**src/rtl/cache_fill_fsm.sv**
```systemverilog
// Cache line fill controller: on a miss, fetches a whole line one word per request
// and streams returned words into the data array, writing the tag with the last word.
module cache_fill_fsm #(
    parameter int unsigned LINE_WORDS = 8,
    parameter int unsigned ADDR_W     = 16
) (
    input  logic                          clk,
    input  logic                          rst,
    input  logic                          miss_detected,
    input  logic [ADDR_W-1:0]             miss_address,
    output logic                          fsm_busy,
    output logic                          mem_read_en,
    output logic [ADDR_W-1:0]             memory_address,
    input  logic                          memory_data_valid,
    input  logic [15:0]                   memory_data,
    output logic                          write_data_array,
    output logic [$clog2(LINE_WORDS)-1:0] fill_word_index,
    output logic [15:0]                   fill_data,
    output logic                          write_tag_array,
    output logic [ADDR_W-1:0]             fill_base_addr
);

    localparam int unsigned IdxW = $clog2(LINE_WORDS);
    localparam int unsigned CntW = IdxW + 1;
    localparam int unsigned OffW = IdxW + 1;

    localparam logic [ADDR_W-1:0] AlignMask = {ADDR_W{1'b1}} << OffW;

    typedef enum logic [0:0] {
        StIdle,
        StFill
    } stateT;

    stateT             stateQ, stateD;
    logic [CntW-1:0]   reqCntQ, reqCntD;
    logic [CntW-1:0]   retCntQ, retCntD;
    logic [ADDR_W-1:0] baseQ, baseD;
    logic [ADDR_W-1:0] addrQ, addrD;

    always_ff @(posedge clk) begin
        if (rst) begin
            stateQ  <= StIdle;
            reqCntQ <= '0;
            retCntQ <= '0;
            baseQ   <= '0;
            addrQ   <= '0;
        end else begin
            stateQ  <= stateD;
            reqCntQ <= reqCntD;
            retCntQ <= retCntD;
            baseQ   <= baseD;
            addrQ   <= addrD;
        end
    end

    always_comb begin
        stateD           = stateQ;
        reqCntD          = reqCntQ;
        retCntD          = retCntQ;
        baseD            = baseQ;
        addrD            = addrQ;
        fsm_busy         = 1'b0;
        mem_read_en      = 1'b0;
        write_data_array = 1'b0;
        write_tag_array  = 1'b0;
        memory_address   = addrQ;

        unique case (stateQ)
            StIdle: begin
                if (miss_detected) begin
                    baseD   = miss_address & AlignMask;
                    reqCntD = '0;
                    retCntD = '0;
                    stateD  = StFill;
                end
            end
            StFill: begin
                fsm_busy = 1'b1;
                // Base is line-aligned, so the offset add never carries out of the line.
                if (reqCntQ < CntW'(LINE_WORDS)) begin
                    mem_read_en    = 1'b1;
                    memory_address = baseQ + (ADDR_W'(reqCntQ) << 1);
                    addrD          = memory_address;
                    reqCntD        = reqCntQ + 1'b1;
                end
                if (memory_data_valid) begin
                    write_data_array = 1'b1;
                    retCntD          = retCntQ + 1'b1;
                    if (retCntQ == CntW'(LINE_WORDS - 1)) begin
                        write_tag_array = 1'b1;
                        stateD          = StIdle;
                    end
                end
            end
            default: stateD = StIdle;
        endcase
    end

    assign fill_word_index = retCntQ[IdxW-1:0];
    assign fill_data       = memory_data;
    assign fill_base_addr  = baseQ;

endmodule

```
**config.mk**
```make
export PLATFORM = sky130hd
export DESIGN_NAME = cache_fill_fsm
export DESIGN_NICKNAME = d
export VERILOG_FILES = /design/src/rtl/cache_fill_fsm.sv
export SDC_FILE = /design/constraint.sdc
export NUM_CORES = 1
export LEC_CHECK = 0
export BUFFER_PORTS_ARGS = -buffer_cell sky130_fd_sc_hd__buf_4
export CAP_MARGIN = 40
export CORE_MARGIN = 5
export CORE_UTILIZATION = 25
export DETAILED_ROUTE_END_ITERATION = 16
export PLACE_DENSITY = 0.6
export SLEW_MARGIN = 20
export SYNTH_ARGS = -nofsm -noshare
export SYNTH_HDL_FRONTEND = slang
export SYNTH_SLANG_ARGS = --single-unit
```
**constraint.sdc**
```tcl
create_clock -name clk -period 1.15 [get_ports clk]
set_input_delay 0.115 -clock clk [delete_from_list [all_inputs] [get_ports clk]]
set_output_delay 0.115 -clock clk [all_outputs]
set_load 0.005 [all_outputs]
```
# Word-level counts from Yosys, hierarchy flattened
# Index checks and enable logic that the tools add are counted.
# op_classes
n_addsub	3
order_cmp	1
n_eq_ne	4
mux	19
bitwise	1
n_reduce_logical	3
# op_table
cell	n
2-to-1 mux 16 bit	2
adder 16 x 5 -> 16 bit	1
one-hot mux 4 bit (2 select lines)	2
2-to-1 mux 4 bit	3
2-to-1 mux 1 bit	11
adder 4 x 1 -> 4 bit (second input constant)	2
AND reduction 2 bit	3
== test 4 x 3 -> 1 bit (second input constant)	1
< comparator 4 bit (second input constant)	1
inequality test 2 bit (second input constant)	2
inequality test 2 x 1 -> 1 bit (second input constant)	1
one-hot mux 1 bit (2 select lines)	1
inverter 1 bit	1
# word_totals
register_bits	37
in_bits	36
out_inout_bits	55
wordCells	36

# Depth between registers and ports, before layout
# Gate-level depths: netlist (run 1).
# logic_depth
depth_word	4
ltp_mapped	7

# Worst setup path after synthesis (run 1)
# OpenSTA, ideal clock, no wires.
# synth_timing
path_type	reg2reg
start	register stateQ
end	register addrQ[13]
setup_time_ns	0.132
arrival_ns	1.210
path_slack_ns	-0.192
path_stages_with_launch	7
path_buffers	3
period_less_slack_ns	1.342
cell_sequence	dfxtp_1 -> buf_6 -> nand2b_4 -> buf_6 -> buf_6 -> mux2_4 -> nor2b_1
# synth_between
elab_chain_len	1
# synth_rtl
item	line_no	text
start: declaration	34	stateT stateQ, stateD;
start signal: assignment	42	stateQ <= StIdle;
start signal: assignment	48	stateQ <= stateD;
2-to-1 mux 16 bit	--	
net memory_address[13]	13	output logic [ADDR_W-1:0] memory_address,
end signal: assignment	52	addrQ <= addrD;
end: declaration	38	logic [ADDR_W-1:0] addrQ, addrD;
# The timed path passes the listed nets, and every way through them passes these cells.
# A chain may end at the register's enable or synchronous reset.

# Final worst setup path (run 1)
# layout_timing
start	register stateQ
end	output port memory_address[4]
# layout_between
elab_chain_len	1
# layout_rtl
item	line_no	text
2-to-1 mux 16 bit	68	unique case (stateQ)
end: declaration	13	
# Every way passes these cells.

==> flow_metrics.tcl, run 1 <==
set metrics [dict create \
    status "finished, violations left" \
    violations "setup timing" \
    pre_cts_slack_ns -0.1484 \
    drtPass1Iterations 4 \
    drc 0 \
    worst-path-max-fanout 6 \
    cts_sinks 37 \
    syn2layout_area_growth_pct 56.12 \
    grt_pass1_vias 1359 \
    startpoint_type "flop" \
    synth.avg_cell_area_um2 9.419 \
    core_area_mm2 0.006422 \
    synth_cell_type_count 30 \
    ant_nets 0 \
    cts_max_level 2 \
    die_width_um 91.89 \
    dieHeight_um 91.89 \
    arrival_ns 1.30 \
    overflow 0 \
    ys_ff_latch 37 \
    critPathLaunch "stateQ$_SDFF_PP0_" \
    wl_per_cell_um 14.26 \
    final.setup.worst_slack_ns -0.2691 \
    setup-violations-final 45 \
    num_rows 29 \
    r2r_start "stateQ$_SDFF_PP0_" \
    p_per_area_mw_per_mm2 1144 \
    layout_commonest_cell "buf_4" \
    worstPathRequired_ns 1.03 \
    placedInstanceArea_mm2 0.002033 \
    grtUsageMet3 0.02864 \
    finalSetupTns_ns -6.685 \
    synthCells 178 \
    top_usage_layer "met2" \
    n_antenna_cell 0 \
    maxSlewHeadroom 0.6132 \
    fill_cells 628 \
    hold_viol_final 0 \
    grt_setup_unrepaired "yes" \
    max_cap_violations 0 \
    async_flop_share 0 \
    syn_area_mm2 0.001677 \
    endpoint "memory_address[4]" \
    grt_util_met1 0.1249 \
    tightestPinTransition_ns 0.5802 \
    clock_latency_ns 0.29 \
    area.sequential_um2 748.2 \
    crit_type "reg2out" \
    grt_pass1_wl_um 6734 \
    finalCritPeriodShare 1.234 \
    ioPinCount 91 \
    fin_area_mm2 0.002618 \
    wl_um 4450 \
    numCtsBuffers 5 \
    use_met2 0.1661 \
    layout_min_cycle_time_ns 1.419 \
    final_cells 312 \
    synth_edf_count 0 \
    layout.cells.most_common_list "buf_4 (44), dfxtp_1 (35), buf_6 (29), nand2_1 (27), mux2_4 (14)" \
    fin_nets 273 \
    hold_path_class "in2reg" \
    drive_gt1_frac 0.5830 \
    grt_max_degree 38 \
    fin_util 0.4076 \
    clk_pin_slew_ns 0.08 \
    max_freq_mhz 704.6 \
    ys_seq_area_frac 0.4418 \
    fin_skew_ns 0.01042 \
    maxSlewViolCount 0 \
    cp-end-kind "output pin" \
    vias 1369 \
    leakagePower_nw 1.129 \
    via_per_inst 4.388 \
    die_area_mm2 0.008444 \
    place_congestion 0.6859 \
    portBuffers 50 \
    reg2reg_to "retCntQ[3]$_SDFFE_PP0P_" \
    multi_input_area_um2 924.6 \
    hpwl_um 2660 \
    clk_path_buf_depth 2 \
    reg2reg_slack_ns -0.15 \
    track_usage 0.1008 \
    antenna_found_initial 0 \
    ctsHoldBuffers 0 \
    ys_warn_count 0 \
    ys.flop_type "dfxtp_1" \
    ff2ff_path_depth 5 \
    cts_tree "yes" \
    max-vdd-ir-drop_uv 497.5 \
    placed_cells 288 \
    first_iter_violations 34 \
    start_util 0.2611 \
    ctsRootBufferMaster "clkbuf_8" \
]
[cells in the mapped netlist (2+ instances only)]
| cell type | number | area (um^2) |
|---|---|---|
| buf_6 | 3 | 33.78 |
| mux2_2 | 10 | 112.6 |
| clkbuf_1 | 2 | 7.510 |
| buf_2 | 4 | 20.02 |
| nor2b_1 | 13 | 81.33 |
| inv_1 | 2 | 7.510 |
| ha_1 | 2 | 25.02 |
| nand3_1 | 6 | 30.03 |
| nor3_1 | 3 | 15.01 |
| nand2b_1 | 2 | 12.51 |
| nor2b_4 | 3 | 41.29 |
| nand2_1 | 28 | 105.1 |
| mux2_4 | 5 | 75.07 |
| a21oi_1 | 18 | 90.09 |
| buf_4 | 23 | 172.7 |
| dfxtp_1 | 37 | 740.7 |
| nor2_1 | 4 | 15.01 |
[worst max-delay path, cell delays in order (launching register included)]
cell and delay [ns]:
dfxtp_4 0.44, nand2b_4 0.13, mux2_4 0.33, buf_6 0.12
[cells by family after synthesis]
logic type | after synthesis | share of synthesized area
flops | 37 | 0.4418
simple gates | 66 | 0.2112
buf+inv | 35 | 0.1463
compound gates | 21 | 0.06643
mux | 15 | 0.1119
xor+xnor | 1 | 0.005225
other cells | 1 | 0.002237
fa+ha+maj | 2 | 0.01492
[worst min path at each step]
stage	from	to	slack (ns)	cells past startpoint
finish	miss_address[7]	fill_base_addr[7]$_SDFFE_PP0P_	0.07	3
CTS	miss_address[7]	fill_base_addr[7]$_SDFFE_PP0P_	0.06	3
global route	miss_address[15]	fill_base_addr[15]$_SDFFE_PP0P_	0.05	3
global placement	memory_data[10]	fill_data[10]	0.23	0
detailed placement	memory_data[10]	fill_data[10]	0.23	0
floorplan	miss_address[4]	fill_base_addr[4]$_SDFFE_PP0P_	0.25	2
[state kept, by name (all words and copies together) (netlist names)]
signal          count
addrQ              16
fill_base_addr     12
stateQ              1
reqCntQ             4
retCntQ             4
[per-stage QoR]
stage | power (mW) | hold slack (ns)
3_5_place_dp | 1.767 | 0.2300
3_3_place_gp | 1.760 | 0.2300
5_1_grt | 3.147 | 0.05457
2_1_floorplan | 1.634 | 0.2510
6_report | 2.994 | 0.07255
4_1_cts | 2.980 | 0.06138
[layer usage]
layer	part of all wire	vias up
li1	-	671
met1	0.45	653
met2	0.48	37
met3	0.056	8
met4	0.014	0
met5	0	-
[area by class of cell]
class | count | area share
inverter | 2 | 0.004780
clock buffer | 5 | 0.02629
sequential | 37 | 0.2859
multi-input combinational | 112 | 0.3533
timing repair buffer | 77 | 0.2796
tap | 77 | 0.03681
clock inverter | 2 | 0.01338
[where the power goes]
part,switching (mW),internal (mW),leakage [nW]
Clock,0.454,0.631,0.0540
Combinational,0.229,0.314,0.772
Sequential,0.0402,1.33,0.303
[timing repair]
item / CTS / global route
hold endpoints to repair: 0 / 0
setup endpoints to repair: 39 / 54
resized for setup: 62 / 22
setup buffers: 10 / 4
gates cloned: 3 / 1
pin swaps: 10 / 4
No activity file was read; power rests on OpenSTA's default activity.
==> inputs of run 2 (changes only) <==
CTS_BUF_LIST = sky130_fd_sc_hd__clkbuf_8 sky130_fd_sc_hd__clkbuf_16   (was not set)
MAX_ROUTING_LAYER = met4   (was not set)
==> flow_metrics.tcl, run 2 (synthesis results as in run 1) <==
set metrics [dict create \
    leakagePower_nw 1.108 \
    ctsHoldBuffers 0 \
    layout.cells.most_common_list "buf_4 (45), dfxtp_1 (35), buf_6 (29), nand2_1 (27)" \
    crit_type "reg2out" \
    p_per_area_mw_per_mm2 1158 \
    overflow 0 \
    tightestPinTransition_ns 0.5612 \
    arrival_ns 1.30 \
    first_iter_violations 36 \
    ctsRootBufferMaster "clkbuf_8" \
    wl_per_cell_um 13.88 \
    fin_area_mm2 0.002561 \
    die_width_um 91.89 \
    place_congestion 0.6931 \
    fin_util 0.3988 \
    layout_min_cycle_time_ns 1.419 \
    placed_cells 288 \
    drc 0 \
    start_util 0.2611 \
    fin_skew_ns 0.01027 \
    critical-path-top-delay-family "flip-flops" \
    pre_cts_slack_ns -0.1484 \
    dieHeight_um 91.89 \
    wl_um 4304 \
    clk_pin_slew_ns 0.08 \
    die_area_mm2 0.008444 \
    regMostFlops "addrQ" \
    final.setup.worst_slack_ns -0.2688 \
    crit_buf_inv 1 \
    via_per_inst 4.342 \
    placedInstanceArea_mm2 0.002033 \
    antenna_found_initial 0 \
    max_freq_mhz 704.8 \
    cts_max_level 2 \
    cts_tree "yes" \
    grt_max_degree 38 \
    num_rows 29 \
    power_mw 2.966 \
    vias 1346 \
    finalSetupTns_ns -4.981 \
    clk_path_buf_depth 2 \
    drive_gt1_frac 0.5665 \
    worst-path-max-fanout 5 \
    track_usage 0.1038 \
    crit_chain "nand2b_4, mux2_4, buf_6" \
    maxSlewViolCount 0 \
    slowest_delay_ns 0.37 \
    hpwl_um 2660 \
    max-vdd-ir-drop_uv 476.4 \
    drtPass1Iterations 4 \
    cts_sinks 37 \
    final_cells 310 \
    numCtsBuffers 5 \
    setup-violations-final 33 \
    largest_register_ffs 16 \
    clock_latency_ns 0.29 \
    violations "setup timing" \
    portBuffers 50 \
    grt_pass1_vias 1356 \
    hold_path_class "in2reg" \
    ioPinCount 91 \
    fin_nets 271 \
    whs_ns 0.07056 \
    maxSlewHeadroom 0.6259 \
    max_cap_violations 0 \
    startpoint_type "flop" \
    n_antenna_cell 0 \
    grt_pass1_wl_um 6741 \
    cpMaxStageDelayCell "dfxtp_4" \
    worstPathRequired_ns 1.03 \
    finalCritPeriodShare 1.234 \
    core_area_mm2 0.006422 \
    hold_viol_final 0 \
    ant_nets 0 \
    syn2layout_area_growth_pct 52.76 \
    layout_commonest_cell "buf_4" \
    status "finished, violations left" \
    grt_setup_unrepaired "yes" \
    cp-end-kind "output pin" \
]
run 2: layout make-up:
class | count | area [um^2]
fill | 633 | 3861
multi-input combinational | 112 | 915.9
sequential | 37 | 748.2
timing repair buffer | 75 | 684.4
tap | 77 | 96.34
clock buffer | 5 | 68.82
clock inverter | 2 | 35.03
inverter | 2 | 12.51
run 2: what timing repair did:
| action | 4_1_cts | 5_1_grt |
|---|---|---|
| endpoints found under the setup margin | 39 | 54 |
| pin swaps | 10 | 3 |
| resized for setup | 62 | 16 |
| gates cloned | 3 | 0 |
| buffers inserted | 10 | 3 |
run 2: worst paths after layout:
check | from | endpoint | slack, ns | cells after the start
max reg2reg | stateQ$_SDFF_PP0_ | retCntQ[3]$_SDFFE_PP0P_ | -0.16 | 5
max | reqCntQ[3]$_SDFFE_PP0P_ | memory_address[9] | -0.27 | 3
min | miss_address[7] | fill_base_addr[7]$_SDFFE_PP0P_ | 0.07 | 3
min reg2reg | fill_base_addr[8]$_SDFFE_PP0P_ | fill_base_addr[8]$_SDFFE_PP0P_ | 0.47 | 2
run 2: worst register-to-register path, delay by kind of cell (launching register included):
family | cells | cell delay, ns
and+or+nand+nor | 2 | 0.41
buffers and inverters | 2 | 0.27
AOI/OAI and AO/OA | 1 | 0.12
DFF | 1 | 0.44
run 2: where the power goes:
group / leakage, nW / internal, mW / switching (mW) / total (mW)
Clock: 0.0540 / 0.631 / 0.458 / 1.09
Combinational: 0.751 / 0.295 / 0.218 / 0.513
Sequential: 0.303 / 1.33 / 0.0395 / 1.36
run 2: per-layer routing:
layer  GRT usage  part of all wire  up-vias
met4     0.03837             0.022        0
met2      0.1661              0.47       35
met3     0.02619             0.051       10
met1      0.1264              0.45      635
met5           -                 0        -
li1            -                 -      666
==> inputs of run 3 (changes only) <==
==> constraint.sdc (replaced) <==
create_clock -name clk -period 1.15 [get_ports clk]
set_input_delay 0.115 -clock clk [delete_from_list [all_inputs] [get_ports clk]]
set_output_delay 0.115 -clock clk [all_outputs]
set_load 0.02 [all_outputs]
==> flow_metrics.tcl, run 3 (synthesis results as in run 1) <==
set metrics [dict create \
    hold_path_class "in2reg" \
    finalCritPeriodShare 1.278 \
    drive_gt1_frac 0.7197 \
    numCtsBuffers 5 \
    track_usage 0.1183 \
    maxSlewViolCount 0 \
    slowest_delay_ns 0.37 \
    ctsHoldBuffers 0 \
    first_iter_violations 25 \
    core_area_mm2 0.006422 \
    p_sw_frac 0.2721 \
    place_congestion 0.6675 \
    max-vdd-ir-drop_uv 418.9 \
    dieHeight_um 91.89 \
    crit_buf_inv 1 \
    fin_skew_ns 0.008235 \
    startpoint_type "flop" \
    final.setup.worst_slack_ns -0.3193 \
    cts_tree "yes" \
    r2r_start "stateQ$_SDFF_PP0_" \
    hold_viol_final 0 \
    leakagePower_nw 1.216 \
    drc 0 \
    crit_chain "nand2b_4, mux2_4, buf_6" \
    cts_sinks 37 \
    vias 1399 \
    worstPathRequired_ns 1.03 \
    fin_util 0.4397 \
    ctsRootBufferMaster "clkbuf_8" \
    p_sw_mw 0.8614 \
    regMostFlops "addrQ" \
    finalSetupTns_ns -9.122 \
    via_per_inst 4.427 \
    setup-violations-final 50 \
    overflow 0 \
    wl_um 4871 \
    drtPass1Iterations 2 \
    clock_latency_ns 0.29 \
    power_mw 3.165 \
    clk_pin_slew_ns 0.08 \
    grt_setup_unrepaired "yes" \
    start_util 0.2611 \
    arrival_ns 1.35 \
    layout.cells.most_common_list "buf_4 (42), dfxtp_1 (34), buf_6 (34), mux2_4 (15), a21oi_2 (15)" \
    portBuffers 50 \
    die_width_um 91.89 \
    clk_path_buf_depth 2 \
    hold_start "miss_address[11]" \
    cp-end-kind "output pin" \
    p_int_mw 2.304 \
    max_cap_violations 0 \
    status "finished, violations left" \
    wl_per_cell_um 15.41 \
    grt_pass1_vias 1473 \
    cts_max_level 2 \
    cpMaxStageDelayCell "dfxtp_4" \
    sequentialPowerShare 0.433 \
    crit_type "reg2out" \
    layout_min_cycle_time_ns 1.469 \
    fill_cells 632 \
    syn2layout_area_growth_pct 68.43 \
    num_rows 29 \
    grt_pass1_wl_um 7534 \
    tightestPinTransition_ns 0.6720 \
    hpwl_um 2692 \
    max_freq_mhz 680.6 \
    pwr-share-clk 0.343 \
    maxSlewHeadroom 0.5520 \
    layout_commonest_cell "buf_4" \
    ioPinCount 91 \
    fin_nets 276 \
    worst-path-max-fanout 8 \
    critPathLaunch "reqCntQ[3]$_SDFFE_PP0P_" \
    combPwrFrac 0.225 \
    critical-path-top-delay-family "flip-flops" \
    p_per_area_mw_per_mm2 1121 \
    violations "setup timing" \
    antenna_found_initial 0 \
    die_area_mm2 0.008444 \
    ant_nets 0 \
    grt_max_degree 38 \
    n_antenna_cell 0 \
    largest_register_ffs 16 \
]
[run 3: cell types whose count changed in the layout (fill, tap and decap cells not counted), moves of 3 or more]
cell / change
nand2_1: -20
nand2_2: +14
buf_6: +5
a21oi_1: -11
buf_4: -3
nand2_4: +6
a21oi_2: +11
[run 3: final timing paths]
kind | to | slack (ns) | cells after the start
worst min-delay path | fill_base_addr[11]$_SDFFE_PP0P_ | 0.06 | 3
worst max register to register | fill_base_addr[8]$_SDFFE_PP0P_ | -0.20 | 7
worst max-delay path | memory_address[11] | -0.32 | 3
worst min register to register | retCntQ[1]$_SDFFE_PP0P_ | 0.48 | 2
[run 3: per-layer routing]
layer	part of all wire	wire length [um]	global-route usage
met5	0	0	-
met4	0.0090	44	0.02847
met3	0.044	213	0.03437
met2	0.50	2449	0.1971
met1	0.44	2164	0.1411
[run 3: stage by stage]
step	setup WS, ns	cell area, um^2	std cells	hold WS (ns)
6_report	-0.3193	2824	316	0.06284
5_1_grt	-0.3670	2824	316	0.05158
4_1_cts	-0.3445	2658	312	0.05782
3_5_place_dp	-0.1783	2049	287	0.2301
3_3_place_gp	-0.1562	2049	287	0.2301
2_1_floorplan	-0.2658	1725	181	0.2510
[run 3: worst register-to-register path, stage by stage, from the launching register on]
cell	delay, ns
dfxtp_4	0.39
buf_6	0.14
buf_6	0.12
buf_6	0.11
nor2b_4	0.19
buf_6	0.18
nand2_2	0.06
a21oi_2	0.11
[run 3: what timing repair did]
item,in CTS,in global routing
setup buffers,11,5
pin swaps,30,18
cloned,6,0
gates resized for setup,84,41
endpoints found under the setup margin,54,55
[run 3: cell type report]
cell class / instances / area [um^2] / share of cell area
multi-input cells: 111 / 1047 / 0.3708
clock inverters: 1 / 3.754 / 0.001329
repair buffers: 81 / 808.3 / 0.2862
flip-flops and latches: 37 / 749.5 / 0.2654
inverters: 2 / 11.26 / 0.003988
clock buffers: 7 / 107.6 / 0.03810
well taps: 77 / 96.34 / 0.03412
[run 3: power groups by stage]
stage	sequential [mW]	combinational [mW]	clock, mW
floorplan	1.41	0.342	0
finish	1.37	0.711	1.09
global placement	1.39	0.455	0
detailed placement	1.39	0.459	0
global route	1.38	0.752	1.18
CTS	1.37	0.666	1.12
